$ cat src/rtl/lsu_sbuf_pkg.sv
// lsu_sbuf_pkg: shared funct3 size encodings, bus FSM states and lane/strobe helpers.
//   LSU_BYTE/HALF/WORD : funct3[1:0] access size, funct3[LSU_UNSIGNED] zero-extends loads
//   BUS_IDLE/LOAD/STORE: data-bus FSM states
//   lsu_lane/lsu_strb/lsu_misaligned: byte lane, strobe mask and alignment fault for a size/offset
package lsu_sbuf_pkg;
    localparam logic [1:0] LSU_BYTE = 2'd0;
    localparam logic [1:0] LSU_HALF = 2'd1;
    localparam logic [1:0] LSU_WORD = 2'd2;
    localparam int LSU_UNSIGNED = 2;

    localparam logic [1:0] BUS_IDLE  = 2'd0;
    localparam logic [1:0] BUS_LOAD  = 2'd1;
    localparam logic [1:0] BUS_STORE = 2'd2;

    // Misaligned offsets are truncated down to the access's natural boundary.
    function automatic logic [2:0] lsu_lane(input logic [1:0] size, input logic [2:0] off);
        return size == LSU_BYTE ? off :
               size == LSU_HALF ? {off[2:1], 1'b0} :
               size == LSU_WORD ? {off[2], 2'b00} : 3'b000;
    endfunction

    function automatic logic [7:0] lsu_strb(input logic [1:0] size, input logic [2:0] off);
        return (size == LSU_BYTE ? 8'h01 : size == LSU_HALF ? 8'h03 :
                size == LSU_WORD ? 8'h0F : 8'hFF) << lsu_lane(size, off);
    endfunction

    function automatic logic lsu_misaligned(input logic [1:0] size, input logic [2:0] off);
        return (size == LSU_HALF && off[0]) || (size == LSU_WORD && off[1:0] != 2'b00) ||
               (size == 2'd3 && off != 3'b000);
    endfunction
endpackage

$ cat src/rtl/lsu_sbuf_fifo.sv
// lsu_sbuf_fifo: circular store buffer of {waddr, wdata, wstrb} entries.
//   push/push_*    : enqueue at tail      pop/head_*  : dequeue / view oldest entry
//   full/empty/count: occupancy           match_addr/match: any valid entry holds this word address
module lsu_sbuf_fifo #(
    parameter int XLEN  = 32,
    parameter int DEPTH = 4
) (
    input  logic                       clk,
    input  logic                       rstn,
    input  logic                       push,
    input  logic                       pop,
    input  logic [XLEN-1:0]            push_addr,
    input  logic [XLEN-1:0]            push_data,
    input  logic [XLEN/8-1:0]          push_strb,
    output logic [XLEN-1:0]            head_addr,
    output logic [XLEN-1:0]            head_data,
    output logic [XLEN/8-1:0]          head_strb,
    input  logic [XLEN-1:0]            match_addr,
    output logic                       match,
    output logic                       full,
    output logic                       empty,
    output logic [$clog2(DEPTH):0]     count
);
    localparam int PW = DEPTH > 1 ? $clog2(DEPTH) : 1;
    localparam int CW = $clog2(DEPTH) + 1;

    logic [XLEN-1:0]   addr_q [DEPTH];
    logic [XLEN-1:0]   data_q [DEPTH];
    logic [XLEN/8-1:0] strb_q [DEPTH];
    logic [DEPTH-1:0]  valid, hit;
    logic [PW-1:0]     head, tail, head_n, tail_n;

    assign head_n = head == PW'(DEPTH - 1) ? '0 : head + 1'b1;
    assign tail_n = tail == PW'(DEPTH - 1) ? '0 : tail + 1'b1;
    assign full   = count == CW'(DEPTH);
    assign empty  = count == '0;
    assign head_addr = addr_q[head];
    assign head_data = data_q[head];
    assign head_strb = strb_q[head];

    for (genvar i = 0; i < DEPTH; i++) begin : g_hit
        assign hit[i] = valid[i] && addr_q[i] == match_addr;
    end
    assign match = |hit;

    // On a full buffer head==tail, so the push's set must land after the pop's clear.
    always_ff @(posedge clk or negedge rstn) begin
        if (!rstn) begin
            head  <= '0;
            tail  <= '0;
            count <= '0;
            valid <= '0;
        end else begin
            if (pop) head <= head_n;
            if (push) tail <= tail_n;
            count <= count + CW'(push) - CW'(pop);
            if (pop) valid[head] <= 1'b0;
            if (push) valid[tail] <= 1'b1;
        end
    end

    always_ff @(posedge clk) begin
        if (push) begin
            addr_q[tail] <= push_addr;
            data_q[tail] <= push_data;
            strb_q[tail] <= push_strb;
        end
    end
endmodule

$ cat src/rtl/lsu_sbuf.sv
// lsu_sbuf: execute-stage load/store unit with posted store buffer, alignment faults and fence drain.
//   flush/req_load/req_store/req_fence/funct3/base/offset/wval: request from execute, held until req_done
//   req_done/result/misaligned: retirement, formatted load data, fault pulse
//   sb_count: store buffer occupancy
//   mem_*: shared data-bus handshake (registered request, held until mem_ready)
module lsu_sbuf
    import lsu_sbuf_pkg::*;
#(
    parameter int XLEN        = 32,
    parameter int SB_DEPTH    = 4,
    parameter int ALIGN_CHECK = 1
) (
    input  logic                        clk,
    input  logic                        rstn,
    input  logic                        flush,
    input  logic                        req_load,
    input  logic                        req_store,
    input  logic                        req_fence,
    input  logic [2:0]                  funct3,
    input  logic [XLEN-1:0]             base,
    input  logic [XLEN-1:0]             offset,
    input  logic [XLEN-1:0]             wval,
    output logic                        req_done,
    output logic [XLEN-1:0]             result,
    output logic                        misaligned,
    output logic [$clog2(SB_DEPTH):0]   sb_count,
    output logic                        mem_valid,
    input  logic                        mem_ready,
    output logic [XLEN-1:0]             mem_addr,
    input  logic [XLEN-1:0]             mem_rdata,
    output logic [XLEN-1:0]             mem_wdata,
    output logic [XLEN/8-1:0]           mem_wstrb
);
    localparam int NB = XLEN / 8;
    localparam int LW = $clog2(NB);

    logic [1:0]      state, size;
    logic [2:0]      off, lane;
    logic [XLEN-1:0] addr, waddr, sdata, rshift, hmask, fmt;
    logic [NB-1:0]   strb;
    logic [XLEN-1:0] head_addr, head_data;
    logic [NB-1:0]   head_strb;
    logic            sbit, mis, push, pop, full, empty, match;
    logic            ld_issue, ld_done, ld_live, fence_done;

    assign addr  = base + offset;
    assign waddr = addr & ~XLEN'(NB - 1);
    assign off   = 3'(addr[LW-1:0]);
    assign size  = funct3[1:0];
    assign lane  = lsu_lane(size, off);
    assign strb  = NB'(lsu_strb(size, off));
    assign sdata = wval << {lane, 3'b000};

    // Load formatting: shift the addressed lane down, then sign/zero fill above the access size.
    assign rshift = mem_rdata >> {lane, 3'b000};
    assign hmask  = size == LSU_BYTE ? {XLEN{1'b1}} << 8 :
                    size == LSU_HALF ? {XLEN{1'b1}} << 16 :
                    size == LSU_WORD ? {XLEN{1'b1}} << 32 : '0;
    assign sbit   = size == LSU_BYTE ? rshift[7] : size == LSU_HALF ? rshift[15] :
                    size == LSU_WORD ? rshift[31] : rshift[XLEN-1];
    assign fmt    = (rshift & ~hmask) | (sbit && !funct3[LSU_UNSIGNED] ? hmask : '0);

    assign mis = ALIGN_CHECK != 0 && (req_load || req_store) && !flush && lsu_misaligned(size, off);
    assign pop = state == BUS_STORE && mem_ready;
    // A pop in the same cycle frees a slot, so a full buffer still accepts the store.
    assign push = req_store && !flush && !mis && (!full || pop);
    // Loads never forward: any buffered store to the same word must reach the bus first.
    assign ld_issue   = state == BUS_IDLE && req_load && !flush && !mis && !match;
    // ld_live ties bus completion to the load that issued it; a flushed load's data is dropped.
    assign ld_done    = state == BUS_LOAD && mem_ready && ld_live && req_load && !flush;
    assign fence_done = req_fence && !flush && empty && state == BUS_IDLE;
    assign req_done   = push || ld_done || fence_done || mis;
    assign misaligned = mis;
    assign result     = ld_done ? fmt : '0;

    lsu_sbuf_fifo #(.XLEN(XLEN), .DEPTH(SB_DEPTH)) u_fifo (
        .clk(clk), .rstn(rstn), .push(push), .pop(pop),
        .push_addr(waddr), .push_data(sdata), .push_strb(strb),
        .head_addr(head_addr), .head_data(head_data), .head_strb(head_strb),
        .match_addr(waddr), .match(match), .full(full), .empty(empty), .count(sb_count)
    );

    // Every transaction returns through IDLE, which leaves mem_valid low for a cycle between them.
    always_ff @(posedge clk or negedge rstn) begin
        if (!rstn) begin
            state     <= BUS_IDLE;
            mem_valid <= 1'b0;
            mem_addr  <= '0;
            mem_wdata <= '0;
            mem_wstrb <= '0;
            ld_live   <= 1'b0;
        end else begin
            if (state == BUS_IDLE) begin
                if (ld_issue) begin
                    state     <= BUS_LOAD;
                    mem_valid <= 1'b1;
                    mem_addr  <= waddr;
                    mem_wdata <= '0;
                    mem_wstrb <= '0;
                end else if (!empty) begin
                    state     <= BUS_STORE;
                    mem_valid <= 1'b1;
                    mem_addr  <= head_addr;
                    mem_wdata <= head_data;
                    mem_wstrb <= head_strb;
                end
            end else if (mem_ready) begin
                state     <= BUS_IDLE;
                mem_valid <= 1'b0;
            end
            ld_live <= ld_issue || (ld_live && !flush && !(state == BUS_LOAD && mem_ready));
        end
    end
endmodule

$ cat config.mk
export PLATFORM = sky130hd
export DESIGN_NAME = lsu_sbuf
export DESIGN_NICKNAME = d
export VERILOG_FILES = /design/src/rtl/lsu_sbuf_pkg.sv /design/src/rtl/lsu_sbuf_fifo.sv /design/src/rtl/lsu_sbuf.sv
export SDC_FILE = /design/constraint.sdc
export NUM_CORES = 1
export LEC_CHECK = 0
export CAP_MARGIN = 20
export CORE_UTILIZATION = 50
export CTS_BUF_LIST = sky130_fd_sc_hd__clkbuf_16
export CTS_CLUSTER_DIAMETER = 150
export CTS_CLUSTER_SIZE = 16
export DETAILED_ROUTE_END_ITERATION = 16
export PLACE_DENSITY = 0.76
export SYNTH_ARGS = -nofsm -noshare
export SYNTH_HDL_FRONTEND = slang
export SYNTH_SLANG_ARGS = --single-unit
export TNS_END_PERCENT = 5
$ cat constraint.sdc
create_clock -name clk -period 10.1 [get_ports clk]
set_clock_uncertainty 0.15 [all_clocks]
set_input_delay 1.01 -clock clk [delete_from_list [all_inputs] [get_ports clk]]
set_output_delay 1.01 -clock clk [all_outputs]
set_load 0.01 [all_outputs]
; Yosys cells after proc, flatten, opt, wreduce, memory -nomap -nowiden
; Memory sizes are Yosys's and may differ from the RTL's.
; Index checks and enable logic that the tools add are counted.
[totals]
mem_bits_rw = 264
input_bits = 138
wordCells = 132
output_inout_bits = 106
memories = 3
reg_bits = 83
[classes]
n_reduce_logical = 52
bitwise_logic = 6
n_shift = 3
order_cmp = 4
add_sub_neg = 5
n_eq_ne = 14
n_mux = 35
[mem_list]
columns = name, depth, width, rd, rd_clocked_by_memory_dff, wr, line
row1 = u_fifo.data_q, 4, 32, 1, 0, 1, lsu_sbuf_fifo.sv:28  ; logic [XLEN-1:0] data_q [DEPTH];
row2 = u_fifo.addr_q, 4, 30, 5, 0, 1, lsu_sbuf_fifo.sv:27  ; logic [XLEN-1:0] addr_q [DEPTH];
row3 = u_fifo.strb_q, 4, 4, 1, 0, 1, lsu_sbuf_fifo.sv:29  ; logic [XLEN/8-1:0] strb_q [DEPTH];
[ops]
columns = operator, n
row1 = $mux 32, 8
row2 = $eq 32x32->1, 4
row3 = $add 32x32->32, 1
row4 = $and 32x32->32, 1
row5 = $not 32->32, 1
row6 = $or 32x32->32, 1
row7 = $shl 32x5->32, 1
row8 = $shr 32x5->32, 1
row9 = $logic_and 1x1->1, 29
row10 = $mux 8, 3
row11 = $mux 2, 8
row12 = $mux 4, 4
row13 = $eq 2x2->1 const B, 5
row14 = $mux 1, 10
row15 = $logic_or 1x1->1, 8
row16 = $shl 8x2->4, 1
row17 = $logic_not 1->1, 6
row18 = $lt 2x3->1 const B, 2
row19 = $add 2x1->2 const B, 2
row20 = $and 4x4->4, 1
row21 = $demux 1 s2, 2
row22 = $eq 2x1->1 const B, 2
row23 = $ge 2x1->1 const B, 2
row24 = $logic_not 2->1, 2
row25 = 12 further kinds, 14

; Depth between registers and ports, before layout
[logic_depth]
depth_word = 12
ltp_mapped = 17

; Modules after synthesis
; A second synthesis with hierarchy kept.
[hier_totals]
hier_cells = 1399
hier_area_um2 = 18013.5
[by_module_without_submodules]
columns = mod, seq_area_each_um2, area_per_inst_um2, cells_per_inst, n_inst
row1 = lsu_sbuf_fifo, 8443.1, 11778.8, 589, 1
row2 = lsu_sbuf, 1801.7, 6234.7, 810, 1

; Worst setup path after synthesis
; OpenSTA, ideal clock, no wires.
[synth_path]
kind = input -> register
from = input port offset[0]
to = register mem_addr[10]
required_ns = 9.825
stages = 14
t_arrival_ns = 4.473
n_path_buf = 1
path_slack_ns = 5.351
setup_time_ns = 0.125
cell_sequence = ha_1 fa_1 a211oi_1 o31ai_1 o2111ai_1 a311oi_1 a211oi_4 xor2_1 nor2_1 nor4b_1 and4_1 nor4_4 buf_6 mux2_4
[synth_lines]
columns = element, line
row1 = start: declaration, lsu_sbuf.sv:21  ; input logic [XLEN-1:0] offset,
row2 = $add 32x32->32 (*), lsu_sbuf.sv:46  ; assign addr = base + offset;
row3 = via addr[24], lsu_sbuf.sv:39  ; logic [XLEN-1:0] addr, waddr, sdata, rshift, hmask, fmt;
row4 = $eq 32x32->1, lsu_sbuf_fifo.sv:42  ; assign hit[i] = valid[i] && addr_q[i] == match_addr;
row5 = $logic_and 1x1->1, lsu_sbuf_fifo.sv:42
row6 = $reduce_or 4->1 (*), lsu_sbuf_fifo.sv:44  ; assign match = |hit;
row7 = $logic_not 1->1 (*), lsu_sbuf.sv:68  ; assign ld_issue = state == BUS_IDLE && req_load && !flush && !mis && !match;
row8 = $logic_and 1x1->1 (*), lsu_sbuf.sv:68
row9 = $ne 2x1->1 (no line), -
row10 = $reduce_and 2->1 (no line), -
row11 = end signal: assignment, lsu_sbuf.sv:97  ; mem_addr <= waddr;
row12 = end signal: assignment, lsu_sbuf.sv:103  ; mem_addr <= head_addr;
row13 = end: declaration, lsu_sbuf.sv:29  ; output logic [XLEN-1:0] mem_addr,
; The timed path passes the listed nets; every way through them passes the cells marked *.
; A chain may end at the register's enable or synchronous reset.

; Worst setup path in the final report
[layout_path]
from = input port offset[0]
to = output port result[28]
[layout_via]
elab_chain_cells = 10
[layout_lines]
columns = element, line
row1 = $add 32x32->32 (*), lsu_sbuf.sv:46
row2 = $mux 2, lsu_sbuf_pkg.sv:18  ; size == LSU_HALF ? {off[2:1], 1'b0} :
row3 = $mux 2 (*), lsu_sbuf_pkg.sv:17  ; return size == LSU_BYTE ? off :
row4 = $shr 32x5->32 (*), lsu_sbuf.sv:55  ; assign rshift = mem_rdata >> {lane, 3'b000};
row5 = $mux 1 (2 in a row), lsu_sbuf.sv:59  ; assign sbit = size == LSU_BYTE ? rshift[7] : size == LSU_HALF ? rshift[15] :
row6 = $logic_and 1x1->1, lsu_sbuf.sv:61  ; assign fmt = (rshift & ~hmask) | (sbit && !funct3[LSU_UNSIGNED] ? hmask : '0);
row7 = $mux 32, lsu_sbuf.sv:61
row8 = $or 32x32->32 (*), lsu_sbuf.sv:61
row9 = $mux 32 (*), lsu_sbuf.sv:74  ; assign result = ld_done ? fmt : '0;
row10 = end: declaration, lsu_sbuf.sv:24  ; output logic [XLEN-1:0] result,
; Mark *: on every way between the ends. The rest lies on a longest branch, timed or not.

==> out/metrics.cfg <==
[final_layout]
layout.nets = 1933
syn_to_final_growth_pct = 18.7
fill_cells = 2944
drive_gt1_share_pct = 11.5
register_area_um2 = 9960
layout_commonest_cell = edfxtp_1
antenna_cells = 0
utilization_pct = 60.9
final_cell_mix = edfxtp_1 (264), nand2_1 (252), clkdlybuf4s50_1 (240)
multi_input_area_um2 = 8450
fin_area_um2 = 22500

[yosys]
ys_seq_elements = 345
synth_fa_ha_area_share_pct = 2.92
synth_top_family_by_area = simple AND/OR/NAND/NOR gates
synth_compound_area_share_pct = 11.1
yosysSeqAreaShare_pct = 52.5
yosys_warnings = 0
synthXorXnorAreaFrac_pct = 7.06
yosys.area_share.simple_pct = 11.7
synthCells = 1547
synth_edf_count = 264
ys.flop_type = edfxtp_1
synth-async-reset-ratio_pct = 23.5
synth_area_um2 = 19000
synth_cell_types = 86
syn_area_per_cell_um2 = 12.3
synth.mux.area_fraction_pct = 11.6

[grt]
overflow = 0
grt_pass1_vias = 13300
grt_usage_pct = 27.0
grt_start_max_net_pins = 68
grt_pass1_wl_um = 79300
grt_antenna_before_repair = 1

[pwr]
p_leak_nw = 8.31
peakVddDrop_v = 0.000180
power.density_nw_per_um2 = 225

[clocking]
clk_transition_reported_paths_ns = 0.07
clockRootBuffer = clkbuf_16
cts_max_level = 1
numCtsBuffers = 25
clk_latency_ns = 0.55
clock_sinks = 345
cts_buffer_depth = 3
ctsResizeCount = 0
cts_setup_buffers = 0
hold_buffers = 0
cts_tree = yes

[worst_hold_path]
min_to = u_fifo.valid[1]
whs_path_depth = 1
holdCritStartpoint = u_fifo.valid[1]
hp-class = register to register

[sta]
tightestPinTransition_ns = 1.10
period_needed_ns = 6.05
fmax_ghz = 0.165
setup_tns_ns = 0
slew_headroom_pct = 26.4
rsz0062_at_grt = false
finalHoldViolCount = 0
finalCritPeriodShare_pct = 59.9
slew_viol_final = 0
setup_viol = 0
hold-worst-slack_ns = 0.339

[critical_path]
reg2reg_from = u_fifo.addr_q[3][29]
crit_type = primary input to output port
path_max_fanout = 29
slowest_delay_ns = 0.68
critPathSlowestCell = fa_1
r2r-end = mem_addr[24]
crit_buf_inv = 4
critPathCaptureType = output port
crit_chain = clkdlybuf4s50_1 -> ha_1 -> fa_1 -> nor2b_2 -> buf_4 -> nor2_1 -> nand2_1 -> o21ai_0 -> mux2i_1 -> nor2_1 -> o21bai_1 -> buf_4 -> a21oi_1 -> clkdlybuf4s50_1
rrSetupSlack_ns = 6.18
path_delay_family = buffers and inverters
arrival_ns = 4.89
critPathRequiredTime_ns = 8.94
rr_worst_depth = 10
cp-start-kind = primary input

[drt]
drt_iter0_markers = 1291
drt_wl_total_um = 52700
via_per_inst = 6.07
via_count = 13800
dr_wl_met3_um = 4620
top_layer_used = met5
route.detailed.drc = 0
met2_length_um = 25400
ant_nets = 0
routedWlPerCell_um = 23.1
met1_length_um = 21900
firstDrtPassIters = 6

[die]
die_area_um2 = 38700
core_area_um2 = 37000
rows = 70
die_h_um = 197
initial_utilization_pct = 51.3
io_pins = 244
fp.dieW_um = 197

[place]
place_area_um2 = 21800
io_buffers = 241
dp_hpwl_um = 36800
finalWeightedCongestion = 0.926

[run]
drv_cap = 0

[status]
status = complete, no violations

==> worst reg2reg max path: stages (launching register included) <==
cell and delay, ns:
edfxtp_1 0.42, xnor2_1 0.57, o311a_1 0.25, o2111ai_1 0.10, a2111oi_0 0.56, nand4_1 0.22
nor4_1 0.37, and4_1 0.30, nor4_4 0.06, buf_4 0.36, mux2_4 0.43
==> power breakdown <==
part | internal (mW) | switching [mW] | leakage (nW)
clock | 0.454 | 0.487 | 0.424
sequential | 1.84 | 0.205 | 3.38
combinational | 0.992 | 1.09 | 4.50
total | 3.29 | 1.78 | 8.31
==> cell usage after synthesis, types with 18 or more instances <==
library cell / number / area, um^2
xnor2_1: 76 / 666
a21oi_2: 30 / 263
dfrtp_1: 81 / 2030
a21o_1: 18 / 135
and3_1: 32 / 200
mux2_4: 18 / 270
clkbuf_1: 53 / 199
a211oi_1: 21 / 158
xor2_1: 48 / 420
edfxtp_1: 264 / 7930
ha_1: 41 / 513
nand2_1: 253 / 950
mux2i_1: 40 / 400
o21ai_0: 41 / 205
mux4_2: 66 / 1490
nor2_1: 54 / 203
a21oi_1: 85 / 425
nor3_1: 19 / 95.1
inv_1: 47 / 176
nand4_1: 22 / 138
==> layout make-up <==
| type | instances | area share (%) |
|---|---|---|
| clock inverter | 21 | 0.445 |
| clock buffer | 25 | 2.78 |
| multi-input combinational | 1069 | 37.5 |
| timing repair buffer | 264 | 11.5 |
| sequential | 345 | 44.2 |
| tap | 504 | 2.80 |
| inverter | 47 | 0.784 |
==> metrics by stage <==
step | std cells | power (mW) | setup slack (ns)
2_1_floorplan | 1548 | 3.36 | 5.35
3_3_place_gp | 2227 | 4.11 | 3.48
3_5_place_dp | 2228 | 4.16 | 3.67
4_1_cts | 2274 | 5.10 | 3.65
5_1_grt | 2275 | 5.31 | 3.72
6_report | 2275 | 5.07 | 4.05
==> routing by layer <==
layer  up-vias  track usage [%]
met3        53             4.88
met4         2             4.31
met2       639             44.1
li1       6188                -
met1      6922             38.5
met5         -                0
==> registers in the layout (all words and copies together), names as in the netlist <==
register	cells
ld_live	1
mem_addr	30
mem_valid	1
mem_wdata	32
mem_wstrb	4
state	2
u_fifo.addr_q	120
u_fifo.count	3
u_fifo.data_q	128
u_fifo.head	2
u_fifo.strb_q	16
u_fifo.tail	2
u_fifo.valid	4
==> how the worst max path moves through the flow <==
| stage | start | endpoint | slack [ns] | cells after the start |
|---|---|---|---|---|
| 6_report | offset[0] | result[28] | 4.05 | 14 |
| 5_1_grt | funct3[1] | result[26] | 3.72 | 13 |
| 4_1_cts | offset[0] | result[20] | 3.65 | 12 |
| 3_5_place_dp | offset[0] | result[20] | 3.67 | 12 |
| 3_3_place_gp | offset[6] | mem_addr[15] | 3.48 | 14 |
| 2_1_floorplan | offset[0] | mem_addr[10] | 5.35 | 14 |
==> logic make-up after synthesis <==
kind of cell,Yosys count
adder cells (fa/ha/maj),43
buffers and inverters,134
flip-flops,345
XOR/XNOR,136
multiplexers,128
AND/OR/NAND/NOR,468
other,1
AO/OA/AOI/OAI,292
(Power assumes the default switching activity.)
